`src/rtl/dkong_dma_pkg.sv`:
```
// Shared types and constants for the object-list DMA engine: state encoding,
// CPU register indices and the power-on transfer descriptor.
package dkong_dma_pkg;

    typedef enum logic [2:0] {
        StIdle,
        StReq,
        StRd,
        StWr,
        StDone
    } dma_state_e;

    localparam logic [2:0] RegSrcLo = 3'd0;
    localparam logic [2:0] RegSrcHi = 3'd1;
    localparam logic [2:0] RegDstLo = 3'd2;
    localparam logic [2:0] RegDstHi = 3'd3;
    localparam logic [2:0] RegLenLo = 3'd4;
    localparam logic [2:0] RegLenHi = 3'd5;

    // Default block: 384 bytes from work RAM 0x6900 into object buffer 0x000.
    localparam logic [15:0] SrcDefault = 16'h6900;
    localparam int unsigned DstDefault = 32'h0000_0000;
    localparam int unsigned LenDefault = 32'h0000_017F;

endpackage

```
`src/rtl/dkong_obj_dma.sv`:
```
// Fixed-mode i8257-style channel that copies the sprite list from work RAM into
// the object buffer while holding the CPU bus; advances on the 12 MHz enable.
module dkong_obj_dma
    import dkong_dma_pkg::*;
#(
    parameter int unsigned RD_WAIT = 2,
    parameter int unsigned CNT_W   = 10
) (
    input  logic             CLK_24M,
    input  logic             I_RST,
    input  logic             CLK_12M_EN,
    input  logic             I_REG_WR,
    input  logic [2:0]       I_REG_A,
    input  logic [7:0]       I_REG_D,
    input  logic             I_DRQ,
    input  logic             I_HLDA,
    input  logic [7:0]       I_SRC_D,
    output logic             O_HOLD,
    output logic [15:0]      O_SRC_A,
    output logic             O_SRC_RDn,
    output logic [CNT_W-1:0] O_DST_A,
    output logic [7:0]       O_DST_D,
    output logic             O_DST_WRn,
    output logic             O_BUSY,
    output logic             O_TC
);

    localparam logic [2:0] WaitInit = 3'(RD_WAIT - 1);

    dma_state_e       state_q;
    logic             drq_q;
    logic [15:0]      src_reg_q, src_reg_d;
    logic [CNT_W-1:0] dst_reg_q, dst_reg_d;
    logic [CNT_W-1:0] len_reg_q, len_reg_d;
    logic [15:0]      src_a_q;
    logic [CNT_W-1:0] dst_a_q;
    logic [CNT_W-1:0] cnt_q;
    logic [2:0]       wait_q;
    logic [7:0]       dst_d_q;
    logic             hold_q;
    logic             rdn_q;
    logic             wrn_q;
    logic             busy_q;
    logic             tc_q;
    logic             drq_edge;
    logic             abort;

    assign drq_edge = I_DRQ & ~drq_q;
    assign abort    = ~I_HLDA | ~I_DRQ;

    // Register file next state; computed combinationally so that a write landing
    // on the DRQ edge tick is already visible to the descriptor load.
    always_comb begin
        src_reg_d = src_reg_q;
        dst_reg_d = dst_reg_q;
        len_reg_d = len_reg_q;
        if (CLK_12M_EN && I_REG_WR && (state_q == StIdle)) begin
            case (I_REG_A)
                RegSrcLo: src_reg_d = {src_reg_q[15:8], I_REG_D};
                RegSrcHi: src_reg_d = {I_REG_D, src_reg_q[7:0]};
                RegDstLo: dst_reg_d = {dst_reg_q[CNT_W-1:8], I_REG_D};
                RegDstHi: dst_reg_d = {I_REG_D[CNT_W-9:0], dst_reg_q[7:0]};
                RegLenLo: len_reg_d = {len_reg_q[CNT_W-1:8], I_REG_D};
                RegLenHi: len_reg_d = {I_REG_D[CNT_W-9:0], len_reg_q[7:0]};
                default:  ;
            endcase
        end
    end

    always_ff @(posedge CLK_24M) begin
        if (I_RST) begin
            state_q   <= StIdle;
            drq_q     <= 1'b0;
            src_reg_q <= SrcDefault;
            dst_reg_q <= CNT_W'(DstDefault);
            len_reg_q <= CNT_W'(LenDefault);
            src_a_q   <= '0;
            dst_a_q   <= '0;
            cnt_q     <= '0;
            wait_q    <= '0;
            dst_d_q   <= '0;
            hold_q    <= 1'b0;
            rdn_q     <= 1'b1;
            wrn_q     <= 1'b1;
            busy_q    <= 1'b0;
            tc_q      <= 1'b0;
        end else if (CLK_12M_EN) begin
            drq_q     <= I_DRQ;
            src_reg_q <= src_reg_d;
            dst_reg_q <= dst_reg_d;
            len_reg_q <= len_reg_d;
            case (state_q)
                StIdle: begin
                    if (drq_edge) begin
                        src_a_q <= src_reg_d;
                        dst_a_q <= dst_reg_d;
                        cnt_q   <= len_reg_d;
                        tc_q    <= 1'b0;
                        hold_q  <= 1'b1;
                        busy_q  <= 1'b1;
                        state_q <= StReq;
                    end
                end
                StReq: begin
                    if (!I_DRQ) begin
                        hold_q  <= 1'b0;
                        busy_q  <= 1'b0;
                        state_q <= StIdle;
                    end else if (I_HLDA) begin
                        rdn_q   <= 1'b0;
                        wait_q  <= WaitInit;
                        state_q <= StRd;
                    end
                end
                StRd: begin
                    if (abort) begin
                        hold_q  <= 1'b0;
                        rdn_q   <= 1'b1;
                        wrn_q   <= 1'b1;
                        busy_q  <= 1'b0;
                        state_q <= StIdle;
                    end else if (wait_q == 3'd0) begin
                        dst_d_q <= I_SRC_D;
                        rdn_q   <= 1'b1;
                        wrn_q   <= 1'b0;
                        state_q <= StWr;
                    end else begin
                        wait_q <= wait_q - 3'd1;
                    end
                end
                StWr: begin
                    if (abort) begin
                        hold_q  <= 1'b0;
                        rdn_q   <= 1'b1;
                        wrn_q   <= 1'b1;
                        busy_q  <= 1'b0;
                        state_q <= StIdle;
                    end else begin
                        wrn_q <= 1'b1;
                        if (cnt_q == '0) begin
                            state_q <= StDone;
                        end else begin
                            // Addresses move only as WR is left, keeping them stable under the strobe.
                            src_a_q <= src_a_q + 16'd1;
                            dst_a_q <= dst_a_q + CNT_W'(1);
                            cnt_q   <= cnt_q - CNT_W'(1);
                            rdn_q   <= 1'b0;
                            wait_q  <= WaitInit;
                            state_q <= StRd;
                        end
                    end
                end
                StDone: begin
                    tc_q    <= 1'b1;
                    hold_q  <= 1'b0;
                    busy_q  <= 1'b0;
                    state_q <= StIdle;
                end
                default: begin
                    hold_q  <= 1'b0;
                    rdn_q   <= 1'b1;
                    wrn_q   <= 1'b1;
                    busy_q  <= 1'b0;
                    state_q <= StIdle;
                end
            endcase
        end
    end

    assign O_HOLD    = hold_q;
    assign O_SRC_A   = src_a_q;
    assign O_SRC_RDn = rdn_q;
    assign O_DST_A   = dst_a_q;
    assign O_DST_D   = dst_d_q;
    assign O_DST_WRn = wrn_q;
    assign O_BUSY    = busy_q;
    assign O_TC      = tc_q;

endmodule
```
`config.mk`:
```
export PLATFORM = sky130hd
export DESIGN_NAME = dkong_obj_dma
export DESIGN_NICKNAME = d
export VERILOG_FILES = /design/src/rtl/dkong_dma_pkg.sv /design/src/rtl/dkong_obj_dma.sv
export SDC_FILE = /design/constraint.sdc
export NUM_CORES = 1
export LEC_CHECK = 0
export BUFFER_PORTS_ARGS = -buffer_cell sky130_fd_sc_hd__buf_2
export CORE_MARGIN = 2
export CORE_UTILIZATION = 57
export DETAILED_ROUTE_END_ITERATION = 8
export PLACE_DENSITY = 0.85
export SYNTH_ARGS = -nofsm -noshare
export SYNTH_HDL_FRONTEND = slang
export SYNTH_SLANG_ARGS = --single-unit
```
`constraint.sdc`:
```
create_clock -name CLK_24M -period 2.2 [get_ports CLK_24M]
set_input_delay 0.22 -clock CLK_24M [delete_from_list [all_inputs] [get_ports CLK_24M]]
set_output_delay 0.22 -clock CLK_24M [all_outputs]
set_load 0.05 [all_outputs]
```
Word-level counts from Yosys, hierarchy flattened
Cells that the tools add are included.
Word-level totals
  output and inout port bits: 39
  register bits after elaboration: 91
Operators by class
  equality and inequality tests: 21
  add/subtract/negate cells: 4
  reduce and logical (&&, ||, !) cells: 20
  bitwise logic cells: 8
  mux-type cells: 49
Operators with widths (number)
  two-way mux 10 bit: 8
  one-hot mux 10 bit (2 select lines): 4
  two-way mux 16 bit: 4
  one-hot mux 16 bit (2 select lines): 2
  two-way mux 3 bit: 13
  adder 16 x 1 -> 16 bit (second input constant): 1
  inequality test 2 bit (second input constant): 8
  == test 3 x 2 -> 1 bit (second input constant): 4
  two-way mux 1 bit: 12
  one-hot mux 3 bit (4 select lines): 1
  AND reduction 4 bit: 3
  adder 10 x 1 -> 10 bit (second input constant): 1
  zero test 10 bit: 1
  subtractor 10 x 1 -> 10 bit (second input constant): 1
  == test 3 bit (second input constant): 3
  zero test 3 bit: 3
  inequality test 3 bit (second input constant): 3
  one-hot mux 3 bit (3 select lines): 1
  AND reduction 8 bit: 1
  == test 3 x 1 -> 1 bit (second input constant): 2
  inverter 1 bit: 6
  AND reduction 3 bit: 2
  AND reduction 6 bit: 1
  AND reduction 5 bit: 1
  12 further kinds: 16

Longest topological paths before layout
Gate-level depths: netlist of run 1.
  depth after elaboration: 5
  gate-level depth with buffers: 9
  depth with buffers taken out: 8

Least setup slack after synthesis of run 1
No wires, ideal clock.
  kind: reg2reg
  from: reg src_a_q[0] (netlist: O_SRC_A[0])
  to: reg src_a_q[12] (netlist: O_SRC_A[12])
  cell stages (with the launch flop): 7
  setup time: 74 ps
  period minus slack after synthesis: 1912 ps
  setup slack: 288 ps
  required time: 2126 ps
  arrival: 1838 ps
  cell sequence: dfxtp_1 ha_1 nand3_1 nor2_1 nand2_1 o32a_1 o21ai_0
Between the ends
  longest elaborated chain between the ends: 4
Ends and longest elaborated chain
  from (decl): RTL line dkong_obj_dma.sv:35  | logic [15:0] src_a_q;
  from (signal assigned): RTL line dkong_obj_dma.sv:95  | src_a_q <= src_reg_d;
  from (signal assigned): RTL line dkong_obj_dma.sv:144  | src_a_q <= src_a_q + 16'd1;
  adder 16 x 1 -> 16 bit: RTL line dkong_obj_dma.sv:144
  two-way mux 16 bit: RTL line dkong_obj_dma.sv:140  | if (cnt_q == '0) begin
  two-way mux 16 bit: RTL line dkong_obj_dma.sv:132  | if (abort) begin
  one-hot mux 16 bit (2 select lines): RTL line dkong_obj_dma.sv:92  | case (state_q)
Every way passes these cells. The select of a mux whose other input is x is not followed.
A chain may end at the register's enable or synchronous reset.

Worst setup path in the final report of run 1
  from: reg cnt_q[0]
  to: reg src_a_q[15] (netlist: O_SRC_A[15])
Between the ends
  longest elaborated chain between the ends: 3
Ends and longest elaborated chain
  from (decl): RTL line dkong_obj_dma.sv:37  | logic [CNT_W-1:0] cnt_q;
  from (signal assigned): RTL line dkong_obj_dma.sv:97  | cnt_q <= len_reg_d;
  from (signal assigned): RTL line dkong_obj_dma.sv:146  | cnt_q <= cnt_q - CNT_W'(1);
  zero test 10 bit: RTL line dkong_obj_dma.sv:140
  inequality test 2 bit (no line)
  AND reduction 5 bit (no line)
Every way passes these cells.

==> results.rst, run 1 <==
.. list-table::
   :header-rows: 1

   * - Metric
     - Value
   * - Worst-case clock skew
     - about 21 ps
   * - Fraction of final layout cells with drive strength greater than 1
     - 0.198
   * - Final min period
     - 2050 ps
   * - Worst setup EP type
     - register
   * - I/O Buffers
     - 63
   * - Library cell occupying the most area in the post-synthesis netlist
     - sky130_fd_sc_hd__dfxtp_1
   * - Cell depth of the worst min-delay path
     - 3
   * - Summed negative setup slack over all endpoints
     - 0 ps
   * - HPWL reported at the end of detailed placement
     - approximately 7700 microns
   * - Die height
     - between 90 and 100 microns
   * - Sequential-to-total area share from yosys stat
     - 0.400
   * - Mapped Avg Cell Area
     - 8.82 sq um
   * - Mapped Nets
     - approximately 550
   * - Critical path type
     - register to register
   * - Buffer type at the clock tree root
     - sky130_fd_sc_hd__clkbuf_8
   * - CP bufs+invs
     - 2
   * - Count of flip-flops with a built-in enable after synthesis
     - 0
   * - H-tree levels
     - 3
   * - Placeable core region
     - 7730 sq um
   * - Critical path capture point
     - O_SRC_A[15]
   * - Top cell type's share of synthesized area
     - 0.400
   * - Setup repair after global routing missed its margin
     - false
   * - Run status
     - finished clean
   * - Boundary Pins
     - 64
   * - Sink Count
     - 91
   * - Via count normalized by instance count
     - between 6 and 7
   * - Prevailing post-synth register cell
     - sky130_fd_sc_hd__dfxtp_1
   * - Number of DRC markers after the initial detailed-route iteration
     - 351
   * - Startpoint types
     - register
   * - Post-route design area
     - around 5100 sq um
   * - Number of synthesized register bits
     - 91
   * - Antenna violations before repair
     - 0
   * - Total inserted antenna cells
     - 0
   * - FF-to-FF setup slack
     - between 100 and 150 ps
   * - Max Cap Violations
     - 0
   * - R2R depth
     - 8
   * - Largest incremental delay on the critical path
     - between 300 and 400 ps
   * - TritonCTS clock tree
     - yes
   * - Layout area overhead
     - 12.6%
   * - Clock-pin slew of the registers on the worst-case setup and hold paths
     - ~110 ps
   * - Total number of cells along the worst setup path
     - 8
   * - Final wirelength
     - between 10,000 and 15,000 microns
   * - Critical-path top delay cell
     - sky130_fd_sc_hd__dfxtp_1
   * - Overall routing resource usage
     - 0.270
   * - Areal power density over the cells
     - 646 nW/um^2
   * - Starting density of the core
     - 0.590
   * - Num CTS Buffers
     - 9
   * - Critical path required time
     - 2460 ps
   * - Min-delay worst type
     - primary input to register
   * - Synthesized instance count
     - 517
   * - Largest net degree at the start of global routing
     - 49
   * - Placement Cell Area
     - 4950 sq um
   * - Number of failing setup endpoints in the final timing report
     - 0
   * - Series of cell instances along the critical path
     - inv_1, ha_1, nor3b_1, nand3_2, o211ai_4, buf_4, a21oi_1, o221a_2
   * - Wire length of the first global-routing pass
     - around 19,000 microns
   * - Share of the cycle needed by the critical path after routing
     - 0.934
   * - First drt pass iteration count
     - 5
   * - Post-detailed-route DRC marker count
     - 0
   * - Mapped Area
     - 4560 sq um
   * - Vias in the first global route
     - 3,970
   * - Die Outline Area
     - approximately 8700 sq um
   * - Category of cells accounting for the largest share of critical-path delay
     - compound AO/OA/AOI/OAI gates
   * - Final Power
     - 3.32 mW
   * - FF-to-FF Start
     - cnt_q[0]
   * - CTS max path bufs
     - 2
   * - Reg-to-Reg End
     - O_SRC_A[15]
   * - Final ANT Viol Nets
     - 0
   * - Die Wd
     - about 93 microns
   * - Critical path fanouts, max
     - 14
   * - Peak clock frequency supported by timing
     - slightly below 500 MHz
   * - Leakage power of the design
     - roughly 2.1 nW
   * - Relative slew margins
     - 0.488
   * - Pins over their slew limit
     - 0
   * - Count of final hold-check violations
     - 0
   * - Fraction of registers with async set or reset after synthesis
     - 0
   * - Start point of the critical path
     - cnt_q[0]
   * - Leading cell types by total area after synthesis
     - sky130_fd_sc_hd__dfxtp_1, sky130_fd_sc_hd__mux2i_1, sky130_fd_sc_hd__nand2_1
   * - Total of hold buffers inserted after clock tree synthesis
     - 0
   * - Actual slew at the worst max-slew pin
     - roughly 770 ps
   * - Total vias in the final route
     - 4,162
   * - Total congestion overflow after global routing
     - 0
   * - Final net count
     - ~600
   * - Synthesis Warnings
     - 0
   * - Signal arrival time at the worst endpoint
     - 2320 ps
   * - IR Drop Worst-Case VDD
     - 0.612 mV
   * - Routability-driven placement congestion ratio
     - roughly 0.9
   * - Clock insertion delay at the later pin of the skew report
     - between 300 and 400 ps
   * - Total number of placement rows
     - 32
   * - Netlist cell types
     - a little under 70
   * - WL per Instance
     - roughly 17 microns
cell usage in the layout (no fill, tap or decap), types with 4 or more instances in the layout:
cell	instances
sky130_fd_sc_hd__a21oi_1	30
sky130_fd_sc_hd__a32o_1	13
sky130_fd_sc_hd__nand4_1	9
sky130_fd_sc_hd__buf_4	14
sky130_fd_sc_hd__or3_1	12
sky130_fd_sc_hd__nand2b_1	4
sky130_fd_sc_hd__buf_2	63
sky130_fd_sc_hd__inv_1	12
sky130_fd_sc_hd__ha_1	6
sky130_fd_sc_hd__mux2i_1	45
sky130_fd_sc_hd__a31oi_1	4
sky130_fd_sc_hd__o211a_1	4
sky130_fd_sc_hd__nand3b_1	5
sky130_fd_sc_hd__nor2_1	52
sky130_fd_sc_hd__o21ai_0	30
sky130_fd_sc_hd__nor3_1	8
sky130_fd_sc_hd__nand2_1	60
sky130_fd_sc_hd__a211o_1	4
sky130_fd_sc_hd__o2bb2ai_1	5
sky130_fd_sc_hd__clkbuf_8	10
sky130_fd_sc_hd__nand3_1	18
sky130_fd_sc_hd__dfxtp_1	90
state kept, by name, summed over array words and instances, names as in the netlist, 3 cells and up:
name and flops:
O_DST_A 10, dst_reg_q 10, O_SRC_A 16, O_DST_D 8, src_reg_q 16, cnt_q 10, len_reg_q 10, state_q 3
wait_q 3
area by class of cell:
cell class              instances  area (sq um)
multi-input cells             377          2470
well taps                     102           128
flip-flops and latches         91          1820
fillers                       641          2600
clock inverters                 5          43.8
clock buffers                  10           138
repair buffers                 80           480
inverters                      12          45.0
how the worst min path moves through the flow:
stage / slack, ps / start / end
floorplan: 360 / I_REG_D[0] / len_reg_q[0]
global placement: 440 / dst_reg_q[3] / dst_reg_q[3]
detailed placement: 460 / dst_reg_q[3] / dst_reg_q[3]
CTS: 90 / I_SRC_D[6] / O_DST_D[6]
global route: 110 / I_SRC_D[5] / O_DST_D[5]
finish: 100 / I_SRC_D[6] / O_DST_D[6]
worst register-to-register path, stage by stage (launching register included):
cell                       delay (ps)
sky130_fd_sc_hd__dfxtp_1          350
sky130_fd_sc_hd__inv_1            100
sky130_fd_sc_hd__ha_1             140
sky130_fd_sc_hd__nor3b_1          290
sky130_fd_sc_hd__nand3_2          160
sky130_fd_sc_hd__o211ai_4         310
sky130_fd_sc_hd__buf_4            270
sky130_fd_sc_hd__a21oi_1           60
sky130_fd_sc_hd__o221a_2          290
cells in the mapped netlist, types with 9 or more instances:
| cell type | count |
|---|---|
| sky130_fd_sc_hd__dfxtp_1 | 91 |
| sky130_fd_sc_hd__nand2_1 | 60 |
| sky130_fd_sc_hd__nor2_1 | 52 |
| sky130_fd_sc_hd__mux2i_1 | 45 |
| sky130_fd_sc_hd__a21oi_1 | 30 |
| sky130_fd_sc_hd__o21ai_0 | 30 |
| sky130_fd_sc_hd__clkbuf_1 | 18 |
| sky130_fd_sc_hd__nand3_1 | 18 |
| sky130_fd_sc_hd__a32o_1 | 13 |
| sky130_fd_sc_hd__inv_1 | 12 |
| sky130_fd_sc_hd__or3_1 | 12 |
| sky130_fd_sc_hd__nand4_1 | 9 |
stage by stage:
step | instances | setup WS, ps | hold slack, ps | utilization
finish | 677 | 145 | 100 | 0.664
global placement | 662 | 220 | 440 | 0.640
CTS | 677 | 150 | 89.6 | 0.664
detailed placement | 662 | 174 | 456 | 0.640
global route | 677 | 4.18 | 112 | 0.664
floorplan | 517 | 288 | 357 | -
repair_timing:
item	in CTS	in global routing
setup endpoints to repair	0	1
setup buffers	0	0
gates resized for setup	0	1
kinds of logic (layout without fill, tap and decap cells):
kind of cell    after synthesis  in the layout  share of synthesized area
simple gates                196            196                      0.222
compound gates              128            128                      0.201
flops                        91             91                      0.400
buf+inv                      49            107                     0.0576
mux                          46             46                      0.101
fa+ha+maj                     6              6                     0.0165
xor+xnor                      1              1                    0.00192
metal layers:
layer | GRT usage | up-vias | share of wire
met4 | 0.124 | 0 | 0.023
li1 | - | 1998 | -
met1 | 0.365 | 1970 | 0.43
met3 | 0.0226 | 25 | 0.062
met2 | 0.439 | 169 | 0.48
met5 | 0 | - | 0
report_power, final:
group,switching [mW],internal [mW]
logic,0.329,0.174
clock network,0.617,0.452
registers,0.0529,1.69
total,0.999,2.32
No activity file was read; power rests on OpenSTA's default activity.
==> run 2, diff against run 1 <==
ABC_AREA = 1   (was unset)
CORE_UTILIZATION = 63   (was 57)
PLACE_DENSITY = 0.92   (was 0.85)
clock period = 2.5 ns   (was 2.2 ns; I/O delays follow)
==> run 2 against run 1 <==
Net effect:
- first-iteration DRC count is the same
- core utilization grew 5.8 points
- combinational power grew 57%
- die area grew 0.34%
- critical path type unchanged
- largest power group unchanged
==> results.rst, run 2 <==
.. list-table::
   :header-rows: 1

   * - Metric
     - Value
   * - Synthesis Warnings
     - 0 (unchanged)
   * - Run status
     - finished clean
   * - Buffer type at the clock tree root
     - sky130_fd_sc_hd__clkbuf_8
   * - Prevailing post-synth register cell
     - sky130_fd_sc_hd__dfxtp_1
   * - Series of cell instances along the critical path
     - nor2_2, nand2_2, nor2_2, buf_4, nand2_1, o21ai_0, nand2_1, nand2_1, nor2_1, nor2_1
   * - Count of flip-flops with a built-in enable after synthesis
     - 0 (unchanged)
   * - Starting density of the core
     - 0.651 (+0.0611)
   * - FF-to-FF setup slack
     - 460 ps (+320 ps)
   * - Actual slew at the worst max-slew pin
     - 633 ps (-133 ps)
   * - Signal arrival time at the worst endpoint
     - 2340 ps (+20 ps)
   * - Via count normalized by instance count
     - 5.52 (-10%)
   * - Min-delay worst type
     - primary input to register
   * - Vias in the first global route
     - 4,795 (+21%)
   * - Pins over their slew limit
     - 0 (unchanged)
   * - Fraction of registers with async set or reset after synthesis
     - 0 (unchanged)
   * - Fraction of final layout cells with drive strength greater than 1
     - 0.157 (-0.0416)
   * - Highest-count cells in the layout ignoring fill and taps
     - sky130_fd_sc_hd__nand2_1, sky130_fd_sc_hd__nor2_1, sky130_fd_sc_hd__dfxtp_1
   * - Boundary Pins
     - 64 (unchanged)
   * - Total number of placement rows
     - 32 (unchanged)
   * - Clock insertion delay at the later pin of the skew report
     - 370 ps (about the same)
   * - TritonCTS clock tree
     - yes
   * - Max Cap Violations
     - 0 (unchanged)
   * - Areal power density over the cells
     - 660 nW/um^2 (+2.0%)
   * - Peak clock frequency supported by timing
     - 490 MHz (+0.75%)
   * - Most common library cells after synthesis
     - sky130_fd_sc_hd__nand2_1, sky130_fd_sc_hd__nor2_1, sky130_fd_sc_hd__dfxtp_1
   * - WL per Instance
     - 14.2 microns (-15%)
   * - Mapped Area
     - 5060 sq um (+11%)
   * - Critical path required time
     - 2800 ps (+340 ps)
   * - Top cell type's share of synthesized area
     - 0.360 (-0.0394)
   * - Commonest non-fill, non-tap cell in the layout
     - sky130_fd_sc_hd__nand2_1
   * - Total of hold buffers inserted after clock tree synthesis
     - 0 (unchanged)
   * - Critical path capture point
     - cnt_q[0]
   * - Post-detailed-route DRC marker count
     - 0 (unchanged)
   * - Total vias in the final route
     - 5,181 (+24%)
   * - Worst setup EP type
     - register
   * - Critical path's most frequent cell
     - sky130_fd_sc_hd__nand2_1
   * - Buffer count from post-CTS setup fixing
     - 0 (unchanged)
   * - Count of final hold-check violations
     - 0 (unchanged)
   * - IR Drop Worst-Case VDD
     - 0.399 mV (-35%)
   * - Netlist cell types
     - 37 (-46%)
   * - Critical-path top delay cell
     - sky130_fd_sc_hd__dfxtp_1
   * - Relative slew margins
     - 0.574 (+0.0859)
   * - Worst slack on hold paths
     - 112 ps (+12.0 ps)
   * - FF-to-FF Start
     - state_q[1]
   * - Share of the cycle needed by the critical path after routing
     - 0.816 (-0.118)
   * - Synthesized instance count
     - 786 (+52%)
   * - Worst min-delay path startpoint
     - I_SRC_D[1]
   * - Number of gates given a new drive strength after cts
     - 0 (unchanged)
   * - Largest incremental delay on the critical path
     - 400 ps (+50 ps)
   * - CTS max path bufs
     - 2 (unchanged)
   * - Num CTS Buffers
     - 9 (unchanged)
   * - Number of synthesized register bits
     - 91 (unchanged)
   * - Critical path type
     - register to register
   * - Antenna violations before repair
     - 0 (unchanged)
   * - Setup repair after global routing missed its margin
     - false
   * - Leakage power of the design
     - 2.70 nW (+26%)
   * - Routability-driven placement congestion ratio
     - 0.895 (+1.6%)
   * - Number of DRC markers after the initial detailed-route iteration
     - 351 (unchanged)
   * - Mapped Nets
     - 817 (+49%)
   * - Post-route core utilization
     - 0.722 (+0.0578)
   * - Sequential-to-total area share from yosys stat
     - 0.360 (-0.0394)
   * - Overall routing resource usage
     - 0.314 (+0.0443)
   * - Summed negative setup slack over all endpoints
     - 0 ps (unchanged)
   * - Layout area overhead
     - 10.9%
   * - Most frequent cell after synthesis
     - sky130_fd_sc_hd__nand2_1
   * - HPWL reported at the end of detailed placement
     - 9210 microns (+19%)
   * - Sink Count
     - 91 (unchanged)
   * - Reg-to-Reg End
     - cnt_q[0]
   * - Worst-case clock skew
     - 10.2 ps (-11.3 ps)
   * - Final ANT Viol Nets
     - 0 (unchanged)
   * - Mapped Avg Cell Area
     - 6.43 sq um (-27%)
   * - Place WS
     - 571 ps (+398 ps)
   * - Leading cell types by total area after synthesis
     - sky130_fd_sc_hd__dfxtp_1, sky130_fd_sc_hd__nand2_1, sky130_fd_sc_hd__nand3_1
   * - Final Power
     - 3.70 mW (+11%)
   * - Start point of the critical path
     - state_q[1]
   * - Critical path fanouts, max
     - 29 (+15)
   * - Wire length of the first global-routing pass
     - 21,900 microns (+16%)
   * - Setup slack after layout
     - 461 ps (+315 ps)
   * - Die Outline Area
     - 8760 sq um (+0.34%)
   * - Die Wd
     - 93.6 microns (+0.17%)
   * - Total congestion overflow after global routing
     - 0 (unchanged)
   * - Final min period
     - 2040 ps (-15.4 ps)
   * - Number of failing setup endpoints in the final timing report
     - 0 (unchanged)
   * - Library cell occupying the most area in the post-synthesis netlist
     - sky130_fd_sc_hd__dfxtp_1
   * - Clock-pin slew of the registers on the worst-case setup and hold paths
     - 90 ps (-20 ps)
   * - I/O Buffers
     - 63 (unchanged)
   * - Startpoint types
     - register
   * - Placeable core region
     - 7770 sq um (+0.52%)
   * - Die height
     - 93.6 microns (+0.17%)
   * - Final wirelength
     - 13,300 microns (+18%)
   * - Total inserted antenna cells
     - 0 (unchanged)
   * - Largest net degree at the start of global routing
     - 40 (-18%)
   * - Final net count
     - 863 (+43%)
   * - First drt pass iteration count
     - 5 (unchanged)
   * - R2R depth
     - 10 (+2)
   * - H-tree levels
     - 3 (unchanged)
run 2: changes by cell type after synthesis, sizes merged, moves of 5 or more:
cell     delta
a32o       -13
nand3      +74
nor3        -6
nand2     +180
o21ai       +9
nor4        +7
mux2i      -45
nor2       +53
a21oi      +17
or3        -12
inv        +78
o2bb2ai     -5
run 2: cells by family after synthesis:
logic type	share of synthesized area
AO/OA/AOI/OAI	0.103
XOR/XNOR	0.0121
adder cells (fa/ha/maj)	0.0148
buffers and inverters	0.105
flip-flops	0.360
AND/OR/NAND/NOR	0.405
run 2: stage by stage:
stage               cells  instance area, sq um
finish                938                  5610
floorplan             786                  5060
CTS                   938                  5610
global placement      923                  5350
detailed placement    923                  5350
global route          938                  5610
run 2: layout make-up:
type | instances | area [sq um]
repair buffers | 68 | 353
well taps | 102 | 128
flip-flops and latches | 91 | 1820
clock inverters | 6 | 138
inverters | 90 | 338
fillers | 640 | 2160
clock buffers | 9 | 124
multi-input cells | 572 | 2710
run 2: power by group:
group          switching, mW  internal [mW]
combinational          0.575          0.214
clock                  0.537          0.765
sequential            0.0770           1.53
run 2: layer usage:
layer,track usage,share of wire
met1,0.357,0.39
met2,0.573,0.51
met3,0.0492,0.061
met4,0.149,0.032
met5,0,0
run 2: worst min-delay path by stage:
stage | slack [ps] | to | depth (start not counted)
3_5_place_dp | 450 | len_reg_q[1] | 2
5_1_grt | 130 | O_DST_D[1] | 3
2_1_floorplan | 390 | O_DST_D[0] | 2
6_report | 110 | O_DST_D[1] | 3
4_1_cts | 100 | O_DST_D[2] | 3
3_3_place_gp | 430 | len_reg_q[1] | 2
run 2: worst max-delay path: cells and delay by family (launching register included):
kind,cells,cell delay [ps]
AO/OA/AOI/OAI,1,280
AND/OR/NAND/NOR,8,980
flip-flops,1,400
buffers and inverters,1,300
